==> src/rtl/signed_accum_sequencer.sv <==
// Running signed acc +/- op over a valid/ready operand stream with a sticky overflow flag.
// Latency: result registered on the last accepted beat; out_valid rises the next cycle. Holds in DONE until out_ready.
// Optional ACCUM_SATURATE_EN: on overflow, clamp acc toward its prior sign instead of wrapping.
module signed_accum_sequencer #(
  parameter int WIDTH = 8,
  parameter int CNT_W = 8
) (
  input  logic             clk,
  input  logic             rst_n,
  input  logic             start,
  input  logic             clear,
  input  logic             in_valid,
  output logic             in_ready,
  input  logic [WIDTH-1:0] in_data,
  input  logic             in_sub,
  input  logic             in_last,
  output logic             out_valid,
  input  logic             out_ready,
  output logic [WIDTH-1:0] out_result,
  output logic             out_ok,
  output logic [CNT_W-1:0] out_count,
  output logic             busy
);

  typedef enum logic [1:0] {IDLE, RUN, DONE} state_t;

  state_t           state;
  logic [WIDTH-1:0] acc;
  logic             err;
  logic [CNT_W-1:0] cnt;

  logic [WIDTH-1:0] b_eff;
  logic [WIDTH-1:0] sum;
  logic             ovf;
  logic [WIDTH-1:0] acc_nxt;

  // Subtraction is acc + ~op + 1, so overflow is judged on the inverted operand.
  assign b_eff = in_sub ? ~in_data : in_data;
  assign sum   = acc + b_eff + {{(WIDTH-1){1'b0}}, in_sub};
  assign ovf   = ~(acc[WIDTH-1] ^ b_eff[WIDTH-1]) & (b_eff[WIDTH-1] ^ sum[WIDTH-1]);

`ifdef ACCUM_SATURATE_EN
  assign acc_nxt = !ovf ? sum :
                   acc[WIDTH-1] ? {1'b1, {(WIDTH-1){1'b0}}} : {1'b0, {(WIDTH-1){1'b1}}};
`else
  assign acc_nxt = sum;
`endif

  always_ff @(posedge clk or negedge rst_n) begin
    if (!rst_n) begin
      state     <= IDLE;
      acc       <= '0;
      err       <= 1'b0;
      cnt       <= '0;
      in_ready  <= 1'b0;
      out_valid <= 1'b0;
      busy      <= 1'b0;
    end else if (clear) begin
      state     <= IDLE;
      acc       <= '0;
      err       <= 1'b0;
      cnt       <= '0;
      in_ready  <= 1'b0;
      out_valid <= 1'b0;
      busy      <= 1'b0;
    end else begin
      case (state)
        IDLE: begin
          if (start) begin
            state    <= RUN;
            acc      <= '0;
            err      <= 1'b0;
            cnt      <= '0;
            in_ready <= 1'b1;
            busy     <= 1'b1;
          end
        end
        RUN: begin
          if (in_valid && in_ready) begin
            acc <= acc_nxt;
            err <= err | ovf;
            cnt <= (&cnt) ? cnt : cnt + 1'b1;
            if (in_last) begin
              state     <= DONE;
              in_ready  <= 1'b0;
              out_valid <= 1'b1;
            end
          end
        end
        DONE: begin
          // acc/err/cnt stay visible after the handshake until the next start.
          if (out_ready) begin
            state     <= IDLE;
            out_valid <= 1'b0;
            busy      <= 1'b0;
          end
        end
        default: begin
          state     <= IDLE;
          in_ready  <= 1'b0;
          out_valid <= 1'b0;
          busy      <= 1'b0;
        end
      endcase
    end
  end

  assign out_result = acc;
  assign out_ok     = ~err;
  assign out_count  = cnt;

endmodule

==> config.mk <==
export PLATFORM = sky130hd
export DESIGN_NAME = signed_accum_sequencer
export DESIGN_NICKNAME = d
export VERILOG_FILES = /design/src/rtl/signed_accum_sequencer.sv
export SDC_FILE = /design/constraint.sdc
export NUM_CORES = 1
export LEC_CHECK = 0
export BUFFER_PORTS_ARGS = -buffer_cell sky130_fd_sc_hd__buf_2
export CORE_ASPECT_RATIO = 1.4
export CORE_MARGIN = 2
export CORE_UTILIZATION = 45
export CTS_CLUSTER_SIZE = 24
export DETAILED_ROUTE_END_ITERATION = 8
export MAX_ROUTING_LAYER = met4
export PLACE_DENSITY = 0.8
export SLEW_MARGIN = 20
export SYNTH_ARGS = -nofsm -noshare
export SYNTH_HDL_FRONTEND = slang
export SYNTH_SLANG_ARGS = --single-unit
==> constraint.sdc <==
create_clock -name clk -period 5.05 [get_ports clk]
set_clock_uncertainty 0.2 [all_clocks]
set_input_delay 1.01 -clock clk [delete_from_list [all_inputs] [get_ports clk]]
set_output_delay 1.01 -clock clk [all_outputs]
set_load 0.005 [all_outputs]
[After elaboration in Yosys (flattened, before gate mapping)]
Cells that the tools add are included.
W data, S select, Z words.
Storage, ports and cells
  output and inout port bits: 20
  input bits: 16
  register bits: 22
  word-level logic and storage cells: 68
Operators by class
  reduce and logical (&&, ||, !) cells: 10
  equal/unequal tests: 10
  mux-type cells: 31
  bitwise operators: 7
  add/sub/neg operators: 3
Operators with widths (count)
  $mux W8: 7
  $pmux W8 S2: 2
  $reduce_and A4 Y1: 4
  $ne A3 B3 Y1 const B: 5
  $mux W1: 12
  $mux W2: 5
  $pmux W1 S3: 3
  $add A8 B1 Y8: 1
  $add A8 B1 Y8 const B: 1
  $add A8 B8 Y8: 1
  $not A8 Y8: 1
  $reduce_and A8 Y1: 1
  $ne A2 B2 Y1 const B: 3
  $pmux W2 S3: 1
  $reduce_and A3 Y1: 2
  $reduce_bool A3 Y1: 1
  $eq A2 B1 Y1 const B: 1
  $eq A2 B2 Y1 const B: 1
  $logic_not A2 Y1: 1
  $not A1 Y1: 2
  $pmux W1 S2: 1
  $xor A1 B1 Y1: 2
  $and A1 B1 Y1: 1
  $logic_and A1 B1 Y1: 1
  $or A1 B1 Y1: 1

[Depth between registers and ports, before layout]
Gate-level depths: netlist of the first run.
  word-level depth: 10
  gate-level depth with buffers: 9
  depth with buffers taken out: 8

[Worst setup path after synthesis of the first run]
OpenSTA, ideal clock, no wires.
  path kind: in2reg
  start: in in_sub
  end: reg acc[7], in the netlist out_result[7]
  stages: 8
  setup time: 0.119 ns
  slack: 2.025 ns
  data required time: 4.731 ns
  buffers on the path: 1
  data arrival time: 2.706 ns
  cells stage by stage: buf_2 xor2_1 ha_1 a21oi_1 o221ai_1 o311ai_1 o31ai_1 a21bo_1
Between the ends
  cells in the longest elaborated chain, start to end: 6
RTL lines
  start: declaration: line 15  | input logic in_sub,
  $mux W8: line 38  | assign b_eff = in_sub ? ~in_data : in_data;
  $add A8 B8 Y8: line 39  | assign sum = acc + b_eff + {{(WIDTH-1){1'b0}}, in_sub};
  $add A8 B1 Y8 (*): line 39
  $mux W8 (*): line 79  | if (in_valid && in_ready) begin
  $pmux W8 S2 (*): line 67  | case (state)
  $mux W8 (*): line 58  | end else if (clear) begin
  end signal: assignment: line 80  | acc <= acc_nxt;
  end: declaration: line 28  | logic [WIDTH-1:0] acc;
Mark *: on every way between the ends. The rest lies on a longest branch, timed or not. The select of a mux whose other input is x is not followed.
A chain may end at the register's enable or synchronous reset.

[Worst setup path after layout of the first run]
Same ends and word-level chain as after synthesis.

==> reports/results.tsv, run 1 <==
stage	metric	value	unit
status	outcome	complete, no violations	
clock_network	# Post-CTS Setup Buffers	0	
synthesis	sequential cell area fraction in the yosys report	0.374	
timing	Tcrit/Tclk final	0.583	
place	DPL Wire Length	2.53	mm
critical_path	reg2reg end	out_result[6]	
synthesis	synthesized flop and latch total	22	
critical_path	Startpoint Class	primary input	
clock_network	post-CTS sizing	0	
synthesis	XOR/XNOR share of the synthesized area	0.0894	
critical_path	r2r setup slk	2.68	ns
synthesis	yosys warns	0	
floorplanning	die extent in y	71.6	um
critical_path	R2R cell count	8	
timing	# setup viols final	0	
floorplanning	Starting Density	0.471	
floorplanning	I/O pins	36	
synthesis	cell accounting for the most synthesized area	dfrtp_1	
timing	Final Hold Viols	0	
synthesis	Syn Inst Count	155	
drt	routed len/inst	14.7	um
floorplanning	full die area	3750	um2
clock_network	CTS root buffer	clkbuf_8	
clock_network	CTS tree	built	
drt	First-pass DRT Iterations	4	
clock_network	CTS buffer count	3	
synthesis	ys flop type	dfrtp_1	
synthesis	largest family of logic cells by synthesized area	compound AO/OA/AOI/OAI gates	
critical_path	nature of the critical path endpoint	flip-flop	
drt	total number of vias	1335	
drt	DRC violations left	0	
timing	final-report max-slew violation count	0	
timing	setup TNS	0	ns
synthesis	Post-Synth Adder-Cell Area	0.0732	
worst_hold_path	Hold EP	err	
clock_network	hold_buf cts	0	
synthesis	Mean Syn Cell Area	9.48	um2
synthesis	Synth top area share	0.374	
global_route	vias in the first global route	1298	
timing	fmax	340	MHz
floorplanning	Rows	24	
synthesis	most frequent cell after synthesis	dfrtp_1	
drt	routed wire length	3.35	mm
run	max-cap violations	0	
synthesis	simple-gate share of the synthesized area	0.192	
clock_network	clock slew at reported path FFs	0.08	ns
floorplanning	core area	3120	um2
synthesis	Syn Std Cell Area	1470	um2
clock_network	CTS H-tree lvls	1	
clock_network	clock buffer depth	2	
global_route	global-route usage over all layers	0.196	
drt	Initial DRC Count	30	
global_route	largest net degree at the start of global routing	23	
timing	post-layout min period	2.94	ns
drt	via-per-instance ratio	5.86	
synthesis	Distinct cells, synth	45	
worst_hold_path	WHS Path Cells	2	
place	Final GP Congestion	0.844	
timing	unrepaired setup endpoints after global routing	no	
place	Port Buf Inserts	35	
worst_hold_path	Hold Path Origin	err	
timing	Worst-Margin Slew	0.932	ns
global_route	grt ovf	0	
synthesis	Post-synth top cells	22 x dfrtp_1, 18 x nor2_1, 12 x nand2_1, 12 x xor2_1, 10 x o21ai_0	
final_layout	share of cells above drive strength 1	0.249	
clock_network	insertion delay to the later sink of the worst-skew pair	0.26	ns
final_layout	nets	214	
power_and_ir_drop	cell area power density	225	nW/um2
global_route	initial antenna violation count	0	
final_layout	FILL cells	304	
final_layout	area grow syn2layout	16.9	%
final_layout	Post-Route Utilization	0.550	
final_layout	antenna cell count	0	
synthesis	area fraction in compound gates after synthesis	0.222	
synthesis	async set-reset flop share out of synthesis	1.00	
synthesis	syn_nets	179	
timing	Slew HR	0.377	
critical_path	CP max FO	8	
worst_hold_path	Hold WC Path Type	reg2reg	
critical_path	Critical Path RT	5.01	ns
global_route	first-pass GRT wire length	5.55	mm
power_and_ir_drop	Max VDD drop	0.145	mV
critical_path	Worst Path Arrival	2.90	ns
synthesis	dominant cells by area after synthesis	dfrtp_1 37%, xor2_1 7.1%, ha_1 6.0%	
drt	ANT nets after route	0	
floorplanning	DIE WIDTH	52.3	um
synthesis	mux share of post-synthesis cell area	0.0204	
critical_path	Worst R2R Start	out_result[0]	
clock_network	CTS sink count	22	
synthesis	number of flops mapped to enable cells by yosys	0	
power_and_ir_drop	P_leak	0.914	nW
critical_path	Crit Path Category	in2reg	
-- critical path, cell delays in order --
cell and delay, ns:
buf_2 0.17, xor2_1 0.18, ha_1 0.35, a21oi_1 0.25, o221ai_1 0.24, o311ai_1 0.39, o31ai_1 0.12, a21bo_1 0.20
-- power breakdown --
| part | internal, mW | leakage, nW | total (mW) | switching, mW |
|---|---|---|---|---|
| registers | 0.180 | 0.303 | 0.185 | 0.00494 |
| clock network | 0.0696 | 0.0288 | 0.127 | 0.0573 |
| logic | 0.0300 | 0.582 | 0.0744 | 0.0444 |
| total | 0.280 | 0.914 | 0.386 | 0.107 |
-- routing by layer --
layer | part of all wire | GRT usage
met1 | 0.41 | 0.226
met3 | 0.049 | 0.0146
met4 | 0.012 | 0.0655
met5 | 0 | -
met2 | 0.53 | 0.350
-- cells in the final DEF, fill, tap and decap left out, drive strengths merged, types with 2 or more instances in the layout --
| master | Yosys | routed |
|---|---|---|
| o211ai | 3 | 3 |
| nor4 | 2 | 2 |
| mux2i | 3 | 3 |
| xnor2 | 3 | 3 |
| a21o | 2 | 2 |
| dfrtp | 22 | 22 |
| o31ai | 2 | 2 |
| clkbuf | 1 | 4 |
| a21oi | 9 | 9 |
| nand3 | 4 | 4 |
| a22o | 5 | 5 |
| nor2 | 18 | 18 |
| xor2 | 12 | 12 |
| nand3b | 2 | 2 |
| nand4 | 2 | 2 |
| inv | 3 | 3 |
| ha | 7 | 7 |
| o21ai | 11 | 11 |
| buf | 4 | 35 |
| nor2b | 2 | 2 |
| and4 | 2 | 2 |
| nand2 | 12 | 12 |
| and3 | 3 | 3 |
| a31oi | 2 | 2 |
| nand2b | 4 | 4 |
-- per-stage QoR --
stage | hold slack (ns) | total power, mW | setup WS, ns | std cells | cell area (um2)
floorplan | 0.290 | 0.239 | 2.03 | 155 | 1470
global placement | 0.292 | 0.261 | 1.88 | 224 | 1660
detailed placement | 0.315 | 0.263 | 1.82 | 224 | 1660
CTS | 0.327 | 0.388 | 2.11 | 228 | 1720
global route | 0.346 | 0.405 | 1.96 | 228 | 1720
finish | 0.320 | 0.386 | 2.11 | 228 | 1720
-- sequential cells by signal, summed over array words and instances, names as in the netlist --
name and cells:
out_count 8, out_result 8, state 2, busy 1, err 1, in_ready 1
out_valid 1
-- worst max-delay path by stage --
| stage | start | to | slack (ns) | depth (start not counted) |
|---|---|---|---|---|
| after detailed placement | in_sub | out_result[7] | 1.82 | 8 |
| final | in_sub | out_result[7] | 2.11 | 8 |
| after CTS | in_sub | out_result[7] | 2.11 | 8 |
| after floorplan | in_sub | out_result[7] | 2.03 | 8 |
| after global placement | in_sub | out_result[7] | 1.88 | 8 |
| after global routing | in_sub | out_result[7] | 1.96 | 8 |
-- cell type report --
class / count / area, um2 / area share
Clock buffer: 4 / 55.1 / 0.0320
Inverter: 3 / 11.3 / 0.00655
Multi-Input combinational cell: 125 / 878 / 0.511
Sequential cell: 22 / 551 / 0.320
Tap cell: 39 / 48.8 / 0.0284
Timing Repair Buffer: 35 / 175 / 0.102
-- kinds of logic (layout without fill, tap and decap cells) --
group                      count (synthesis)  in the layout
adders and majority gates                  8              8
DFF                                       22             22
xor gates and xnor gates                  15             15
muxes                                      3              3
AOI/OAI and AO/OA                         44             44
buffers and inverters                      8             42
and+or+nand+nor                           55             55
Note: power is estimated with default switching activity, not from simulation.
==> inputs of run 2 (changes only) <==
==> constraint.sdc (replaced) <==
create_clock -name clk -period 3.1 [get_ports clk]
set_clock_uncertainty 0.2 [all_clocks]
set_input_delay 0.62 -clock clk [delete_from_list [all_inputs] [get_ports clk]]
set_output_delay 0.62 -clock clk [all_outputs]
set_load 0.005 [all_outputs]
==> run 2 against run 1 <==
  * Utilization increased by 1.0 points
  * Clock power increased by 110%
  * Sequential power increased by 63%
  * Combinational power increased by 63%
  * Count of clock-buffer cells in the layout decreased by 1
  * Largest cell class unchanged
  * Largest power group unchanged
==> reports/results.tsv, run 2 (synthesized netlist as in run 1, its figures left out) <==
stage	metric	value	unit	change
critical_path	CP max FO	8		unchanged
drt	Initial DRC Count	37		was 30
timing	Worst-Margin Slew	0.532	ns	was 0.932 ns
worst_hold_path	Hold WC Path Type	in2async		was reg2reg
final_layout	FILL cells	315		was 304
critical_path	nature of the critical path endpoint	flip-flop		unchanged
timing	fmax	398	MHz	
floorplanning	I/O pins	36		unchanged
global_route	global-route usage over all layers	0.192		was 0.196
drt	DRC violations left	0		unchanged
critical_path	worst-path cell chain	buf_2, xor2_1, ha_1, a21oi_1, o221ai_1, o311ai_1, o31ai_1, a21bo_1		unchanged
critical_path	Crit Path Category	in2reg		unchanged
floorplanning	Starting Density	0.471		unchanged
clock_network	# Post-CTS Setup Buffers	0		unchanged
drt	routed len/inst	13.7	um	was 14.7 um
timing	post-layout min period	2.51	ns	
floorplanning	Rows	24		unchanged
timing	unrepaired setup endpoints after global routing	no		unchanged
clock_network	clock slew at reported path FFs	0.08	ns	about the same
clock_network	insertion delay to the later sink of the worst-skew pair	0.26	ns	about the same
floorplanning	die extent in y	71.6	um	unchanged
place	DPL Wire Length	2.47	mm	was 2.53 mm
critical_path	Startpoint Class	primary input		unchanged
clock_network	CTS tree	built		unchanged
final_layout	antenna cell count	0		unchanged
drt	First-pass DRT Iterations	4		unchanged
final_layout	fin area	1750	um2	was 1720 um2
timing	setup TNS	0	ns	unchanged
clock_network	CTS sink count	22		unchanged
timing	Tcrit/Tclk final	0.810		
timing	Slew HR	0.643		was 0.377
global_route	largest net degree at the start of global routing	23		unchanged
power_and_ir_drop	P_leak	0.931	nW	was 0.914 nW
status	outcome	complete, no violations		unchanged
floorplanning	full die area	3750	um2	unchanged
clock_network	CTS H-tree lvls	1		unchanged
power_and_ir_drop	Max VDD drop	0.320	mV	was 0.145 mV
global_route	first-pass GRT wire length	5.37	mm	was 5.55 mm
place	Port Buf Inserts	35		unchanged
floorplanning	core area	3120	um2	unchanged
final_layout	most common cell after layout, fill and taps aside	buf_2		unchanged
final_layout	share of cells above drive strength 1	0.257		was 0.249
clock_network	clock buffer depth	2		unchanged
drt	total number of vias	1315		was 1335
critical_path	slowest stage cell on the critical path	o311ai_1		unchanged
final_layout	nets	216		was 214
timing	# setup viols final	0		unchanged
final_layout	most frequent cells in the layout	35 x buf_2, 22 x dfrtp_1, 18 x nor2_1, 12 x xor2_1, 12 x nand2_1		unchanged
power_and_ir_drop	total power	689	uW	was 386 uW
run	max-cap violations	0		unchanged
power_and_ir_drop	cell area power density	394	nW/um2	was 225 nW/um2
drt	routed wire length	3.16	mm	was 3.35 mm
drt	ANT nets after route	0		unchanged
global_route	grt ovf	0		unchanged
clock_network	CTS buffer count	3		unchanged
critical_path	Critical Path Max Stage Delay	0.38	ns	was 0.39 ns
floorplanning	DIE WIDTH	52.3	um	unchanged
final_layout	area grow syn2layout	19.1	%	was 16.9%
timing	Final Hold Viols	0		unchanged
clock_network	hold_buf cts	0		unchanged
critical_path	crit path from	in_sub		unchanged
timing	final-report max-slew violation count	0		unchanged
critical_path	Worst R2R Start	out_result[0]		unchanged
place	Placed Cells	226		was 224
global_route	vias in the first global route	1208		was 1298
clock_network	post-CTS sizing	0		unchanged
global_route	initial antenna violation count	0		unchanged
place	Final GP Congestion	0.850		was 0.844
clock_network	CTS root buffer	clkbuf_8		unchanged
final_layout	non-filler cells, final	230		was 228
final_layout	Post-Route Utilization	0.560		was 0.550
drt	via-per-instance ratio	5.72		was 5.86
critical_path	Critical Path RT	3.06	ns	was 5.01 ns
critical_path	Worst Path Arrival	2.47	ns	was 2.90 ns
place	placed inst area	1680	um2	was 1660 um2
## run 2: worst max-delay path, delay by kind of cell
kind / cells / cell delay, ns
AO/OA/AOI/OAI: 5 / 1.16
XOR/XNOR: 1 / 0.17
adder cells (fa/ha/maj): 1 / 0.35
buffers and inverters: 1 / 0.17
## run 2: final cells by class
type / count / area (um2) / area share
repair buffers: 37 / 190 / 0.109
inverters: 3 / 11.3 / 0.00643
clock inverters: 1 / 30.0 / 0.0172
well taps: 39 / 48.8 / 0.0279
multi-input cells: 125 / 878 / 0.502
clock buffers: 3 / 41.3 / 0.0236
flip-flops and latches: 22 / 551 / 0.315
## run 2: per-layer routing
layer / track usage / wire length (um)
met5: - / 0
met1: 0.228 / 1330
met4: 0.0769 / 55
met2: 0.324 / 1610
met3: 0.0250 / 162
## run 2: power breakdown
part / internal, mW / total (mW) / switching [mW]
sequential: 0.293 / 0.301 / 0.00798
combinational: 0.0500 / 0.121 / 0.0706
clock: 0.173 / 0.267 / 0.0949
## run 2: path summary, 6_finish.rpt
path | slack, ns | cells after the start | to
max reg2reg | 0.76 | 8 | out_result[6]
min reg2reg | 0.31 | 2 | err
min in group clk | 0.31 | 2 | err
max | 0.59 | 8 | out_result[7]
min | 0.10 | 1 | state[0]
max in group asynchronous | 2.27 | 1 | out_result[3]
## run 2: per-stage QoR
stage               hold slack (ns)  setup WS, ns
floorplan                     0.124         0.465
global placement              0.290         0.322
detailed placement            0.300         0.288
CTS                           0.127         0.575
global route                  0.142         0.407
finish                        0.103         0.589
==> inputs of run 3 (changes only) <==
--- a/config.mk
+++ b/config.mk
@@ -12,7 +12,7 @@
 export CTS_CLUSTER_SIZE = 24
 export DETAILED_ROUTE_END_ITERATION = 8
 export MAX_ROUTING_LAYER = met4
-export PLACE_DENSITY = 0.8
+export PLACE_DENSITY = 0.83
 export SLEW_MARGIN = 20
 export SYNTH_ARGS = -nofsm -noshare
 export SYNTH_HDL_FRONTEND = slang
==> constraint.sdc (replaced) <==
create_clock -name clk -period 2.05 [get_ports clk]
set_clock_uncertainty 0.2 [all_clocks]
set_input_delay 0.41 -clock clk [delete_from_list [all_inputs] [get_ports clk]]
set_output_delay 0.41 -clock clk [all_outputs]
set_load 0.005 [all_outputs]
==> run 3 against run 2 <==
  * The flow now finishes with violations (setup timing)
  * Power rose by 69%
  * Worst setup slack got worse by 0.63 ns
  * Via count up 12%
  * First-iteration DRC count up 16%
  * Non-clock buffer count is 27 higher
  * Hold slack better by 0.12 ns
  * Register-to-register slack got worse by 0.80 ns
  * Final cell count grew 12%
  * Critical path depth stayed put
  * Sequential power up 51%
  * Global-route usage increased by 3.0 points
  * Count of clock-buffer cells in the layout did not move
  * Largest cell class unchanged
==> reports/results.tsv, run 3 (synthesized netlist as in run 1, its figures left out) <==
stage	metric	value	unit	change
final_layout	non-filler cells, final	257		was 230
drt	First-pass DRT Iterations	4		unchanged
place	Placed Cells	250		was 226
clock_network	insertion delay to the later sink of the worst-skew pair	0.28	ns	was 0.26 ns
drt	Initial DRC Count	43		was 37
clock_network	CTS root buffer	clkbuf_8		unchanged
critical_path	Worst R2R Start	out_result[0]		unchanged
timing	# setup viols final	2		was 0
floorplanning	full die area	3750	um2	unchanged
power_and_ir_drop	P_leak	1.07	nW	was 0.931 nW
final_layout	nets	243		was 216
drt	routed wire length	4.12	mm	was 3.16 mm
timing	fin worst setup slack	-0.0432	ns	was 0.589 ns
power_and_ir_drop	Clk pwr share	0.355		was 0.388
critical_path	crit path from	out_result[0]		was in_sub
floorplanning	Rows	24		unchanged
final_layout	area grow syn2layout	44.7	%	was 19.1%
power_and_ir_drop	Reg power frac	0.390		was 0.437
drt	DRC violations left	0		unchanged
timing	setup TNS	-0.0663	ns	was 0 ns
clock_network	CTS tree	built		unchanged
power_and_ir_drop	Gate power share	0.255		was 0.175
clock_network	CTS H-tree lvls	1		unchanged
power_and_ir_drop	cell internal pwr	849	uW	was 516 uW
critical_path	CP max FO	2		was 8
final_layout	area of the multi-input gates	1040	um2	was 878 um2
critical_path	Startpoint Class	flip-flop		was primary input
timing	fmax	478	MHz	
power_and_ir_drop	Sw Ratio	0.272		was 0.252
global_route	met1 Use GR	0.230		was 0.228
timing	Final Hold Viols	0		unchanged
clock_network	clock slew at reported path FFs	0.08	ns	about the same
floorplanning	I/O pins	36		unchanged
final_layout	most frequent cells in the layout	34 x buf_2, 28 x buf_4, 21 x dfrtp_1, 18 x nor2_1, 12 x nand2_1		was 35 x buf_2, 22 x dfrtp_1, 18 x nor2_1, 12 x xor2_1, 12 x nand2_1
final_layout	FILL cells	253		was 315
floorplanning	die extent in y	71.6	um	unchanged
timing	post-layout min period	2.09	ns	
place	DPL Wire Length	2.92	mm	was 2.47 mm
global_route	grt ovf	0		unchanged
place	Port Buf Inserts	35		unchanged
global_route	GRT met3 Usage	0.0313		was 0.0250
drt	via-per-instance ratio	5.74		was 5.72
clock_network	CTS buffer count	3		unchanged
global_route	most used routing layer	met2		unchanged
final_layout	FF+latch area	552	um2	was 551 um2
final_layout	antenna cell count	0		unchanged
place	placed inst area	1900	um2	was 1680 um2
timing	Slew HR	0.676		was 0.643
global_route	met2 Track Usage GR	0.406		was 0.324
critical_path	nature of the critical path endpoint	flip-flop		unchanged
run	max-cap violations	0		unchanged
final_layout	most common cell after layout, fill and taps aside	buf_2		unchanged
critical_path	Critical Path RT	2.01	ns	was 3.06 ns
global_route	largest net degree at the start of global routing	23		unchanged
clock_network	CTS sink count	22		unchanged
final_layout	fin area	2130	um2	was 1750 um2
status	outcome	complete, but fails checks		was complete, no violations
drt	total number of vias	1476		was 1315
power_and_ir_drop	Switch Pwr	318	uW	was 173 uW
power_and_ir_drop	Max VDD drop	0.398	mV	was 0.320 mV
timing	Worst-Margin Slew	0.485	ns	was 0.532 ns
floorplanning	DIE WIDTH	52.3	um	unchanged
worst_hold_path	WHS Path Cells	3		
timing	final-report max-slew violation count	0		unchanged
global_route	vias in the first global route	1420		was 1208
global_route	initial antenna violation count	0		unchanged
timing	Tcrit/Tclk final	1.02		
place	Final GP Congestion	0.856		was 0.850
global_route	global-route usage over all layers	0.223		was 0.192
worst_hold_path	Hold Path Origin	start		
status	violated checks	setup timing		
drt	routed len/inst	16.0	um	was 13.7 um
drt	ANT nets after route	0		unchanged
floorplanning	core area	3120	um2	unchanged
global_route	first-pass GRT wire length	6.13	mm	was 5.37 mm
critical_path	Crit Path Category	reg2reg		was in2reg
final_layout	share of cells above drive strength 1	0.436		was 0.257
critical_path	R2R cell count	8		unchanged
worst_hold_path	Hold WC Path Type	in2reg		was in2async
clock_network	clock buffer depth	2		unchanged
floorplanning	Starting Density	0.471		unchanged
critical_path	Worst Path Arrival	2.06	ns	was 2.47 ns
power_and_ir_drop	cell area power density	549	nW/um2	was 394 nW/um2
-- run 3: cell count changes in the layout (fill, tap and decap cells not counted), sizes merged --
cell         change
dlygate4sd3      +1
buf             +26
-- run 3: cell type report --
cell class / count / share of cell area
Tap cell: 39 / 0.0229
Multi-Input combinational cell: 125 / 0.490
Sequential cell: 22 / 0.259
Timing Repair Buffer: 64 / 0.189
Clock inverter: 1 / 0.0141
Inverter: 3 / 0.00529
Clock buffer: 3 / 0.0194
-- run 3: power groups by stage --
stage / clock network (mW) / registers, mW / logic, mW
5_1_grt: 0.430 / 0.457 / 0.322
3_5_place_dp: 0 / 0.462 / 0.245
2_1_floorplan: 0 / 0.463 / 0.140
4_1_cts: 0.417 / 0.453 / 0.254
6_report: 0.414 / 0.455 / 0.298
3_3_place_gp: 0 / 0.461 / 0.237
-- run 3: worst max-delay path, stage by stage (launching register included) --
cell and delay (ns):
dfrtp_1 0.42, mux2i_4 0.16, inv_2 0.06, fa_2 0.35, a21o_1 0.19, a21oi_2 0.17, buf_4 0.14, xnor2_1 0.07
a22o_1 0.22
-- run 3: per-layer routing --
layer  vias to the layer above  routed length (um)
met5                         -                   0
met4                         0                 134
met3                        11                 236
met2                        74                2270
met1                       705                1480
li1                        686                   -
-- run 3: what timing repair did --
action / in CTS / in global routing
hold buffers: 1 / 0
setup buffers: 1 / 1
endpoints found under the setup margin: 2 / 4
pin swaps: 5 / 6
resized for setup: 3 / 16
hold endpoints to repair: 22 / 0
-- run 3: worst paths after layout --
check / to / slack [ns]
min: state[0] / 0.22
max in group asynchronous: out_result[1] / 0.86
max reg2reg: out_result[4] / -0.04
min in group asynchronous: in_ready / 0.43
max: out_result[4] / -0.04
min reg2reg: err / 0.32
-- run 3: per-stage QoR --
stage	worst slack, ns	util	hold WS, ns	power (mW)
2_1_floorplan	-0.178	-	-0.0856	0.603
3_3_place_gp	-0.295	0.607	0.200	0.698
3_5_place_dp	-0.372	0.607	0.199	0.707
4_1_cts	0.0150	0.640	0.217	1.12
5_1_grt	-0.0933	0.681	0.242	1.21
6_report	-0.0432	0.681	0.222	1.17
